### src/rtl/haar_dwt_stream.sv
// One-level 1-D Haar wavelet over a streamed line of pixels: each sample pair
// (a,b) yields an LF beat (floor average) followed by an HF beat (offset-binary half difference).
module haar_dwt_stream #(
  parameter int IB     = 8,
  parameter int LINE_W = 640
) (
  input  logic          clock,
  input  logic          reset,
  input  logic          enable,
  input  logic          s_valid,
  output logic          s_ready,
  input  logic [IB-1:0] s_data,
  input  logic          s_last,
  output logic          m_valid,
  input  logic          m_ready,
  output logic [IB-1:0] m_data,
  output logic          m_region,
  output logic          m_last
);

  localparam int CW = $clog2(LINE_W + 1);
  localparam logic [IB-1:0] HALF = {1'b1, {(IB-1){1'b0}}};

  typedef enum logic [1:0] {S_A, S_B, S_LF, S_HF} state_t;

  state_t               state, state_next;
  logic [IB-1:0]        a_q, l_q, h_q;
  logic                 pair_last_q;
  logic [CW-1:0]        count;
  logic                 accept, line_end, take_a;
  logic [IB:0]          sum, h_full;
  logic signed [IB:0]   diff;
  logic [IB-1:0]        l_pair, h_pair;

  assign accept   = s_valid && s_ready;
  assign line_end = s_last || (count == CW'(LINE_W - 1));
  assign take_a   = accept && ((state == S_A) || (state == S_HF));

  // Both operands widened to IB+1 bits so neither the sum nor the difference wraps.
  assign sum    = {1'b0, a_q} + {1'b0, s_data};
  assign diff   = $signed({1'b0, s_data}) - $signed({1'b0, a_q});
  assign h_full = $unsigned(diff >>> 1) + {1'b0, HALF};
  assign l_pair = IB'(sum >> 1);
  assign h_pair = IB'(h_full);

  always_ff @(posedge clock) begin
    if (reset) state <= S_A;
    else       state <= state_next;
  end

  always_comb begin
    state_next = state;
    if (enable) begin
      case (state)
        S_A:  if (accept) state_next = line_end ? S_LF : S_B;
        S_B:  if (accept) state_next = S_LF;
        S_LF: if (m_ready) state_next = S_HF;
        S_HF: begin
          if (m_ready) begin
            if (accept) state_next = line_end ? S_LF : S_B;
            else        state_next = S_A;
          end
        end
        default: state_next = S_A;
      endcase
    end
  end

  always_comb begin
    s_ready  = 1'b0;
    m_valid  = 1'b0;
    m_data   = '0;
    m_region = 1'b0;
    m_last   = 1'b0;
    if (!reset) begin
      s_ready = enable && ((state == S_A) || (state == S_B) ||
                           ((state == S_HF) && m_ready));
      if (state == S_LF) begin
        m_valid = 1'b1;
        m_data  = l_q;
      end else if (state == S_HF) begin
        m_valid  = 1'b1;
        m_data   = h_q;
        m_region = 1'b1;
        m_last   = pair_last_q;
      end
    end
  end

  always_ff @(posedge clock) begin
    if (reset) begin
      a_q         <= '0;
      l_q         <= '0;
      h_q         <= '0;
      pair_last_q <= 1'b0;
      count       <= '0;
    end else if (accept) begin
      if (take_a) begin
        a_q <= s_data;
        if (line_end) begin
          // Line ends on an a sample: mirror it, so b=a gives L=a and a zero HF.
          l_q         <= s_data;
          h_q         <= HALF;
          pair_last_q <= 1'b1;
          count       <= '0;
        end else begin
          count <= count + 1'b1;
        end
      end else begin
        l_q         <= l_pair;
        h_q         <= h_pair;
        pair_last_q <= line_end;
        count       <= line_end ? '0 : count + 1'b1;
      end
    end
  end

endmodule

### config.mk
export PLATFORM = sky130hd
export DESIGN_NAME = haar_dwt_stream
export DESIGN_NICKNAME = d
export VERILOG_FILES = /design/src/rtl/haar_dwt_stream.sv
export SDC_FILE = /design/constraint.sdc
export NUM_CORES = 1
export LEC_CHECK = 0
export BUFFER_PORTS_ARGS = -buffer_cell sky130_fd_sc_hd__buf_2
export CAP_MARGIN = 10
export CORE_MARGIN = 2
export CORE_UTILIZATION = 48
export CTS_BUF_LIST = sky130_fd_sc_hd__clkbuf_8
export DETAILED_ROUTE_END_ITERATION = 10
export PLACE_DENSITY = 0.73
export SYNTH_ARGS = -nofsm -noshare
export SYNTH_HDL_FRONTEND = slang
export SYNTH_SLANG_ARGS = --single-unit
export TNS_END_PERCENT = 50
### constraint.sdc
create_clock -name clock -period 3.3 [get_ports clock]
set_clock_uncertainty 0.05 [all_clocks]
set_input_delay 0.66 -clock clock [delete_from_list [all_inputs] [get_ports clock]]
set_output_delay 0.66 -clock clock [all_outputs]
set_load 0.02 [all_outputs]
======== After elaboration in Yosys (flattened, before gate mapping) ========
Cells that the tools add are included.
cells by class
  add/sub/neg operators ................... 4
  reduce and logical (&&, ||, !) cells .... 12
  muxes and demuxes ....................... 26
  equality and inequality tests ........... 9
operators by type and width
  kind                                                              count
  8-bit two-way mux                                                 7
  2-bit two-way mux                                                 6
  1-bit two-way mux                                                 11
  10-bit by 1-bit adder with 10-bit output (second input constant)  1
  10-bit == test (second input constant)                            1
  10-bit two-way mux                                                1
  2-bit != test (second input constant)                             5
  8-bit by 8-bit adder with 9-bit output                            1
  8-bit by 8-bit subtractor with 9-bit output                       1
  8-bit adder (second input constant)                               1
  2-bit one-hot mux with 4 select lines                             1
  5-bit AND reduction                                               1
  2-bit == test (second input constant)                             2
  1-bit logical AND                                                 4
  1-bit logical OR                                                  4
  2-bit AND reduction                                               2
  2-bit by 1-bit == test with 1-bit output (second input constant)  1
  2-bit zero test                                                   1
storage, ports and cells
  input port bits ......................... 14
  logic and storage cells ................. 57
  output and inout bits ................... 12
  register bits after elaboration ......... 37

======== Longest topological paths before layout ========
Gate-level depths: netlist of the first run.
  word-level depth ........................ 9
  depth in mapped cells ................... 9
  depth with buffers taken out ............ 8

======== Worst setup path after synthesis of the first run ========
Ideal clock, no wire load.
  path kind ............................... register to output
  start ................................... reg state[0]
  end ..................................... out m_data[0]
  setup slack ............................. 975 ps
  required time ........................... 2590 ps
  path buffers ............................ 1
  arrival time ............................ 1615 ps
  cell stages (with the launch flop) ...... 6
  cells stage by stage .................... dfxtp_1 -> inv_1 -> ha_1 -> buf_1 -> o21ai_1 -> nor2_1
between the ends
  cells in the longest elaborated chain, start to end .. 4
  elaborated cells on any way between the ends .. 5
  those cells by class .................... 2 x eq/ne; 3 x mux
ends and longest elaborated chain
  what                    line  RTL
  start, declared         26    state_t state, state_next;
  start signal, assigned  48    else state <= state_next;
  2-bit == test           81    end else if (state == S_HF) begin
  8-bit two-way mux       81
  8-bit two-way mux *     78    if (state == S_LF) begin
  8-bit two-way mux *     75    if (!reset) begin
  end, declared           16    output logic [IB-1:0] m_data,
Every way passes the cells marked *; elsewhere a longest branch is shown, timed or not.

======== Worst setup path in the final report of the first run ========
  start ................................... reg state[0]
  end ..................................... out m_data[1]
The elaborated chain is that of the path after synthesis.

==> impl_metrics.csv, run 1 <==
group,metric,value,unit
run_status,status,"finished clean",
cells_and_area,finalNetCount,342,
cells_and_area,diodes,0,
timing,setup_viol,0,
yosys,synth_top_area_frac,0.312,
cts,clock-sinks,37,
yosys,yosysTopAreaCell,"dfxtp_1",
cts,cts_tree,"done",
cells_and_area,final_core_util,0.553,
yosys,postSynthAreaPerCell,8.28,um^2
setup_path,arrival,2080,ps
timing,min_period,2790,ps
yosys,yosysMostFrequentCell,"dfxtp_1",
yosys,ys_seq_elements,37,
floorplanning,rows,25,
timing,grt_setup_unrepaired,"false",
pwr,power.share.sequential,0.459,
cells_and_area,drive_gt1_frac,0.137,
setup_path,worstSetupStartpoint,"state[0]$_SDFFE_PP0P_",
yosys,synth-main-ff-cell,"dfxtp_1",
yosys,synth_nets,322,
floorplanning,ios,26,
detailed_routing,wl_per_cell,13.6,um
worst_hold_path,hold_path.startpoint,"h_q[7]$_SDFFE_PP0P_",
floorplanning,start_util,0.500,
timing,fmax,358,MHz
detailed_routing,vias_per_cell,5.45,
detailed_routing,drcViolationCount,0,
floorplanning,dieHeight,74.4,um
flow_run,maxCapViolCount,0,
setup_path,crit_type,"reg2out",
timing,relSlewSlack,0.560,
setup_path,cp-end-kind,"output port",
pwr,pwr-share-comb,0.235,
cts,cts_root_buf,"clkbuf_8",
detailed_routing,dr.first_iter.drc_count,125,
cts,holdBufCountCts,0,
pwr,power_density,396,nW/um^2
pwr,power.share.switching,0.306,
yosys,synthArstFlopShare,0,
yosys,synth_warnings,0,
detailed_routing,ant_nets,0,
grt,grt_usage,0.197,
place,place_hpwl,3710,um
pwr,vdd_drop_max,0.000209,V
pwr,p_sw,0.319,mW
pwr,p_int,0.722,mW
grt,grt_pass1_vias,1785,
setup_path,crit_required,2590,ps
setup_path,reg2reg_depth,6,
place,dpl.cell_count,367,
floorplanning,die_w,74.4,um
cts,clk_pin_slew,70,ps
grt,grt_max_degree,32,
place,gp_congestion,0.829,
yosys,synthCells,287,
cells_and_area,final_cells,374,
cts,cts-buffers-inserted,5,
pwr,leakagePower,1.03,nW
cts,cts_resized,0,
timing,tns,0,ps
floorplanning,core-area,4750,um^2
cells_and_area,syn_to_final_growth,10.6,%
worst_hold_path,hold_path_class,"reg2reg",
grt,grt_overflow,0,
yosys,ys_top_cells_by_area,"dfxtp_1, ha_1, nor2_1, a21oi_1, nand2_1",
detailed_routing,via_count,2038,
grt,antenna_found_initial,0,
setup_path,cp_max_fo,12,
yosys,ys_top_cells_by_count,"dfxtp_1, nor2_1, nand2_1",
setup_path,r2r_start,"state[0]$_SDFFE_PP0P_",
cts,insertion_delay,290,ps
cells_and_area,fillers,458,
timing,finalMaxSlewViolations,0,
floorplanning,die_area,5530,um^2
setup_path,start_kind,"flop",
cts,clk_path_buf_depth,2,
yosys,synth_cell_types,51,
cts,h-tree-depth,2,
grt,grt_first_pass_wirelength,8230,um
timing,hold_violations,0,
yosys,ys_seq_area_frac,0.312,
worst_hold_path,whs_path_depth,2,
detailed_routing,dr.pass1.iters,4,
place,port-buffer-count,25,
pwr,power_frac_clock,0.306,
detailed_routing,wl,5090,um
cts,post_cts_buffers,0,
timing,fin_crit_sh,0.847,
yosys,synth_edf_count,0,
yosys,syn-cell-area,2380,um^2
timing,worst_pin_slew,656,ps
==> cells by family after synthesis <==
group                      after synthesis  synth area share
AOI/OAI and AO/OA                       69             0.214
xor gates and xnor gates                17            0.0626
adders and majority gates               21             0.117
buffers and inverters                   37            0.0626
DFF                                     37             0.312
muxes                                    9            0.0379
and+or+nand+nor                         97             0.194
==> sequential cells by signal (all words and copies together), names as in the netlist <==
signal	count
count	10
a_q	8
h_q	8
l_q	8
state	2
pair_last_q	1
==> critical path: stages, from the launching register on <==
cell and delay, ps:
dfxtp_1 380, inv_1 80, ha_1 420, o21ai_1 630, nor2_1 100, buf_2 180
==> cell usage in the layout, fill, tap and decap left out, types with 7 or more instances in the layout <==
master   synthesis  routed
nor2_1          35      35
nand2_1         29      29
ha_1            19      19
a21oi_1         22      22
mux2i_1          9       9
xor2_1          11      11
dfxtp_1         37      37
o21ai_0          7       7
buf_2            5      25
inv_1           21      22
==> power by group through the flow <==
stage	sequential (mW)	combinational (mW)	clock, mW
3_5_place_dp	0.488	0.242	0
3_3_place_gp	0.487	0.239	0
5_1_grt	0.480	0.273	0.345
4_1_cts	0.477	0.244	0.327
2_1_floorplan	0.484	0.186	0
6_report	0.478	0.245	0.319
==> metrics by stage <==
stage               power, mW  hold WS (ps)  setup slack, ps  area (um^2)
floorplan               0.670           382              975         2380
global placement        0.727           396              653         2540
detailed placement      0.730           405              589         2540
CTS                      1.05           415              456         2630
global route             1.10           427              309         2630
finish                   1.04           413              507         2630
==> metal layers <==
metal / global-route usage / vias up / part of all wire
met5: 0 / - / 0
met4: 0.0675 / 0 / 0.011
met3: 0.0407 / 8 / 0.038
met2: 0.322 / 28 / 0.49
met1: 0.258 / 956 / 0.46
li1: - / 1046 / -
==> layout make-up <==
| class | instances | area, um^2 | area share |
|---|---|---|---|
| timing repair buffer | 28 | 148 | 0.0562 |
| inverter | 22 | 82.6 | 0.0314 |
| tap | 67 | 83.8 | 0.0319 |
| clock buffer | 6 | 82.6 | 0.0314 |
| sequential | 37 | 741 | 0.282 |
| multi-input combinational | 213 | 1490 | 0.566 |
| clock inverter | 1 | 3.75 | 0.00143 |
==> path summary, 6_finish.rpt <==
check                              to  slack (ps)
setup reg to reg  l_q[5]$_SDFFE_PP0P_         860
hold reg to reg   h_q[7]$_SDFFE_PP0P_         410
hold / removal    h_q[7]$_SDFFE_PP0P_         410
setup / recovery            m_data[1]         510
Note: power is estimated with default switching activity, not from simulation.
==> run 2: changes to the inputs <==
--- a/config.mk
+++ b/config.mk
@@ -11,7 +11,7 @@
 export CORE_UTILIZATION = 48
 export CTS_BUF_LIST = sky130_fd_sc_hd__clkbuf_8
 export DETAILED_ROUTE_END_ITERATION = 10
-export PLACE_DENSITY = 0.73
+export PLACE_DENSITY = 0.76
 export SYNTH_ARGS = -nofsm -noshare
 export SYNTH_HDL_FRONTEND = slang
 export SYNTH_SLANG_ARGS = --single-unit
==> constraint.sdc (replaced) <==
create_clock -name clock -period 2.27 [get_ports clock]
set_clock_uncertainty 0.05 [all_clocks]
set_input_delay 0.454 -clock clock [delete_from_list [all_inputs] [get_ports clock]]
set_output_delay 0.454 -clock clock [all_outputs]
set_load 0.02 [all_outputs]
==> run 2 against run 1 <==
Net effect:
- flip-flop and latch count is the same
- clock-buffer cell count is the same
- critical path depth rose by 1
- critical path type unchanged
- largest cell class unchanged
- power is 62% higher
- die area unchanged
- largest power group unchanged
==> impl_metrics.csv, run 2 (same netlist as run 1, synthesis figures left out) <==
group,metric,value,unit
cts,insertion_delay,290,ps
cells_and_area,drive_gt1_frac,0.188,
cells_and_area,finalNetCount,358,
cells_and_area,largest_reg_flops,10,
cts,holdBufCountCts,0,
detailed_routing,wl_met2,2470,um
place,port-buffer-count,25,
setup_path,cp_max_fo,6,
timing,setup_slack,112,ps
cells_and_area,regMostFlops,"count",
cts,h-tree-depth,2,
place,place_ws,-24.9,ps
setup_path,r2r_slack,190,ps
timing,hold_violations,0,
cts,clock-sinks,37,
timing,fmax,463,MHz
place,placed_area,2660,um^2
floorplanning,core-area,4750,um^2
timing,worst_pin_slew,356,ps
cts,cts_tree,"done",
cts,cts_root_buf,"clkbuf_8",
timing,setup_viol,0,
grt,grt_pass1_vias,2004,
cells_and_area,final_common_cell,"dfxtp_1",
run_status,status,"finished clean",
detailed_routing,top_layer_used,"met4",
grt,grt_usage,0.209,
cells_and_area,syn_to_final_growth,17.3,%
grt,grt_first_pass_wirelength,8880,um
cts,cts-buffers-inserted,5,
timing,min_period,2160,ps
floorplanning,die_area,5530,um^2
cells_and_area,final_area,2790,um^2
timing,finalMaxSlewViolations,0,
grt,grt_max_degree,27,
floorplanning,dieHeight,74.4,um
worst_hold_path,hold_path_class,"in2reg",
flow_run,maxCapViolCount,0,
pwr,leakagePower,1.12,nW
setup_path,start_kind,"flop",
detailed_routing,dr.first_iter.drc_count,74,
detailed_routing,wl_met3,237,um
cts,post_cts_buffers,0,
grt,grt_overflow,0,
timing,relSlewSlack,0.761,
detailed_routing,vias_per_cell,5.41,
floorplanning,rows,25,
cts,clk_path_buf_depth,2,
floorplanning,ios,26,
cells_and_area,mostFrequentLayoutCells,"dfxtp_1, nor2_1, nand2_1",
detailed_routing,dr.pass1.iters,4,
detailed_routing,wl_per_cell,13.5,um
floorplanning,die_w,74.4,um
cells_and_area,diodes,0,
setup_path,crit_type,"reg2out",
timing,fin_crit_sh,0.951,
detailed_routing,via_count,2114,
place,gp_congestion,0.915,
setup_path,arrival,1650,ps
floorplanning,start_util,0.500,
detailed_routing,wl,5270,um
grt,antenna_found_initial,0,
detailed_routing,ant_nets,0,
cts,clk_pin_slew,70,ps
detailed_routing,drcViolationCount,0,
detailed_routing,met1Wirelength,2460,um
pwr,power_density,605,nW/um^2
setup_path,cp-end-kind,"output port",
pwr,vdd_drop_max,0.000412,V
setup_path,crit_required,1770,ps
place,place_hpwl,3930,um
timing,grt_setup_unrepaired,"false",
[run 2: what timing repair did]
action	in CTS	in global routing
setup endpoints to repair	0	2
resized for setup	0	3
endpoints found under the hold margin	0	0
[run 2: path summary, 6_finish.rpt]
kind                               from                     to  depth (start not counted)
setup / recovery  state[0]$_SDFFE_PP0P_              m_data[4]                          6
hold / removal                s_data[0]    a_q[0]$_SDFFE_PP0P_                          3
setup reg to reg    a_q[1]$_SDFFE_PP0P_    h_q[7]$_SDFFE_PP0P_                          8
hold reg to reg   count[1]$_SDFFE_PP0P_  count[1]$_SDFFE_PP0P_                          2
[run 2: per-stage QoR]
| step | TNS [ps] | util | power [mW] | cells | hold slack, ps |
|---|---|---|---|---|---|
| floorplan | 0 | - | 0.974 | 287 | 382 |
| global placement | 0 | 0.560 | 1.09 | 383 | 401 |
| detailed placement | -24.9 | 0.560 | 1.10 | 383 | 411 |
| CTS | 0 | 0.584 | 1.69 | 391 | 371 |
| global route | 0 | 0.586 | 1.77 | 391 | 375 |
| finish | 0 | 0.586 | 1.69 | 391 | 375 |
[run 2: area by class of cell]
cell class / instances / area, um^2
clock buffer: 6 / 82.6
clock inverter: 2 / 33.8
fill: 458 / 1970
inverter: 22 / 82.6
multi-input combinational: 213 / 1500
sequential: 37 / 741
tap: 67 / 83.8
timing repair buffer: 44 / 268
[run 2: worst max-delay path, stage by stage (launching register included)]
cell and delay, ps:
dfxtp_1 350, inv_1 90, ha_1 280, buf_4 210, mux2i_1 230, nor2_1 50
buf_2 150
[run 2: metal layers]
| metal | vias to the layer above | global-route usage |
|---|---|---|
| li1 | 1080 | - |
| met1 | 984 | 0.260 |
| met2 | 41 | 0.349 |
| met3 | 9 | 0.0434 |
| met4 | 0 | 0.0933 |
| met5 | - | 0 |
[run 2: where the power goes]
| group | switching, mW | internal [mW] |
|---|---|---|
| logic | 0.228 | 0.167 |
| registers | 0.0186 | 0.676 |
| clock network | 0.244 | 0.354 |
| total | 0.491 | 1.20 |
==> run 3: changes to the inputs <==
--- a/config.mk
+++ b/config.mk
@@ -12,6 +12,7 @@
 export CTS_BUF_LIST = sky130_fd_sc_hd__clkbuf_8
 export DETAILED_ROUTE_END_ITERATION = 10
 export PLACE_DENSITY = 0.76
+export SKIP_CTS_REPAIR_TIMING = 1
 export SYNTH_ARGS = -nofsm -noshare
 export SYNTH_HDL_FRONTEND = slang
 export SYNTH_SLANG_ARGS = --single-unit
==> constraint.sdc (replaced) <==
create_clock -name clock -period 2.27 [get_ports clock]
set_clock_uncertainty 0.05 [all_clocks]
set_input_delay 0.227 -clock clock [delete_from_list [all_inputs] [get_ports clock]]
set_output_delay 0.227 -clock clock [all_outputs]
set_load 0.02 [all_outputs]
==> run 3 against run 2 <==
Net effect:
- combinational power is 3% lower
- setup slack gained 86 ps
- critical endpoint is now l_q[6]$_SDFFE_PP0P_
- design area fell by 1.7%
- highest routed layer unchanged
- sequential power hardly changed
- clock-buffer cell count stayed put
==> impl_metrics.csv, run 3 (same netlist as run 1, synthesis figures left out) <==
group,metric,value,unit
timing,worst_pin_slew,412,ps
timing,grt_setup_unrepaired,"false",
place,port-buffer-count,25,
setup_path,max_stage_delay,390,ps
timing,min_period,2070,ps
grt,grt_overflow,0,
cts,cts_tree,"done",
cts,clock-sinks,37,
cells_and_area,final_common_cell,"dfxtp_1",
place,place_hpwl,3920,um
detailed_routing,dr.first_iter.drc_count,98,
detailed_routing,dr.pass1.iters,4,
pwr,total_power,1.69,mW
cells_and_area,largest_reg_flops,10,
cells_and_area,syn_to_final_growth,15.3,%
timing,tns,0,ps
timing,finalMaxSlewViolations,0,
cts,h-tree-depth,2,
cells_and_area,finalNetCount,349,
floorplanning,die_w,74.4,um
cts,clk_path_buf_depth,2,
floorplanning,rows,25,
timing,hold_violations,0,
setup_path,cp_max_fo,8,
setup_path,slowest_stage,"ha_2",
floorplanning,ios,26,
timing,relSlewSlack,0.723,
grt,grt_max_degree,30,
cts,cts_root_buf,"clkbuf_8",
cts,clk_pin_slew,80,ps
setup_path,arrival,2200,ps
cells_and_area,diodes,0,
grt,grt_first_pass_wirelength,8820,um
setup_path,crit_required,2400,ps
timing,setup_viol,0,
setup_path,cp-end-kind,"flop",
pwr,power_density,617,nW/um^2
cells_and_area,drive_gt1_frac,0.184,
timing,fin_crit_sh,0.913,
detailed_routing,via_count,2094,
grt,grt_usage,0.209,
floorplanning,core-area,4750,um^2
detailed_routing,ant_nets,0,
setup_path,crit_type,"reg2reg",
detailed_routing,wl_per_cell,13.9,um
grt,antenna_found_initial,0,
timing,timing.hold.ws,145,ps
floorplanning,die_area,5530,um^2
cells_and_area,regMostFlops,"count",
cts,cts-buffers-inserted,5,
grt,grt_pass1_vias,1947,
detailed_routing,wl,5300,um
setup_path,cp_cell_sequence,"inv_1, ha_2, nor2_1, a221oi_2, o31ai_1, a221o_1, a22oi_1, o41ai_1",
detailed_routing,drcViolationCount,0,
cts,insertion_delay,300,ps
cells_and_area,mostFrequentLayoutCells,"dfxtp_1, nor2_1, nand2_1",
floorplanning,dieHeight,74.4,um
worst_hold_path,hold_path_class,"in2reg",
flow_run,maxCapViolCount,0,
place,gp_congestion,0.829,
timing,fmax,483,MHz
detailed_routing,vias_per_cell,5.48,
pwr,vdd_drop_max,0.000395,V
setup_path,start_kind,"flop",
pwr,leakagePower,1.08,nW
run_status,status,"finished clean",
floorplanning,start_util,0.500,
## run 3: changes by cell type in the layout (fill, tap and decap cells not counted), sizes merged
cell,delta
buf,-9
clkinvlp,+1
inv,-1
## run 3: cell type report
cell class,instances,area [um^2]
clock buffers,6,82.6
clock inverters,2,37.5
fillers,458,2010
inverters,22,82.6
multi-input cells,213,1510
flip-flops and latches,37,742
well taps,67,83.8
repair buffers,35,200
## run 3: worst paths after layout
kind,startpoint,cells after the start,endpoint,slack (ps)
worst max-delay path,a_q[2]$_SDFFE_PP0P_,8,l_q[6]$_SDFFE_PP0P_,200
worst min-delay path,s_data[7],3,a_q[7]$_SDFFE_PP0P_,150
worst max register to register,a_q[2]$_SDFFE_PP0P_,8,l_q[6]$_SDFFE_PP0P_,200
worst min register to register,l_q[0]$_SDFFE_PP0P_,2,l_q[0]$_SDFFE_PP0P_,410
## run 3: worst max-delay path, delay by kind of cell, from the launching register on
kind / cells / cell delay, ps
AO/OA/AOI/OAI: 5 / 1030
adder cells (fa/ha/maj): 1 / 390
buffers and inverters: 1 / 50
flip-flops: 1 / 350
AND/OR/NAND/NOR: 1 / 80
## run 3: per-layer routing
metal / GRT usage / vias to the layer above / share of wire
met5: 0 / - / 0
met4: 0.0952 / 0 / 0.023
met3: 0.0339 / 12 / 0.046
met2: 0.350 / 58 / 0.48
met1: 0.263 / 970 / 0.45
li1: - / 1054 / -
## run 3: through the flow
stage | area (um^2) | setup slack [ps] | instances | utilization
6_report | 2740 | 198 | 382 | 0.577
5_1_grt | 2740 | 35.3 | 382 | 0.577
4_1_cts | 2720 | 54.3 | 382 | 0.571
3_5_place_dp | 2590 | 56.6 | 374 | 0.546
3_3_place_gp | 2590 | 111 | 374 | 0.546
2_1_floorplan | 2380 | 294 | 287 | -
## run 3: power breakdown
group,internal [mW],switching (mW)
combinational,0.156,0.226
sequential,0.676,0.0183
clock,0.357,0.259
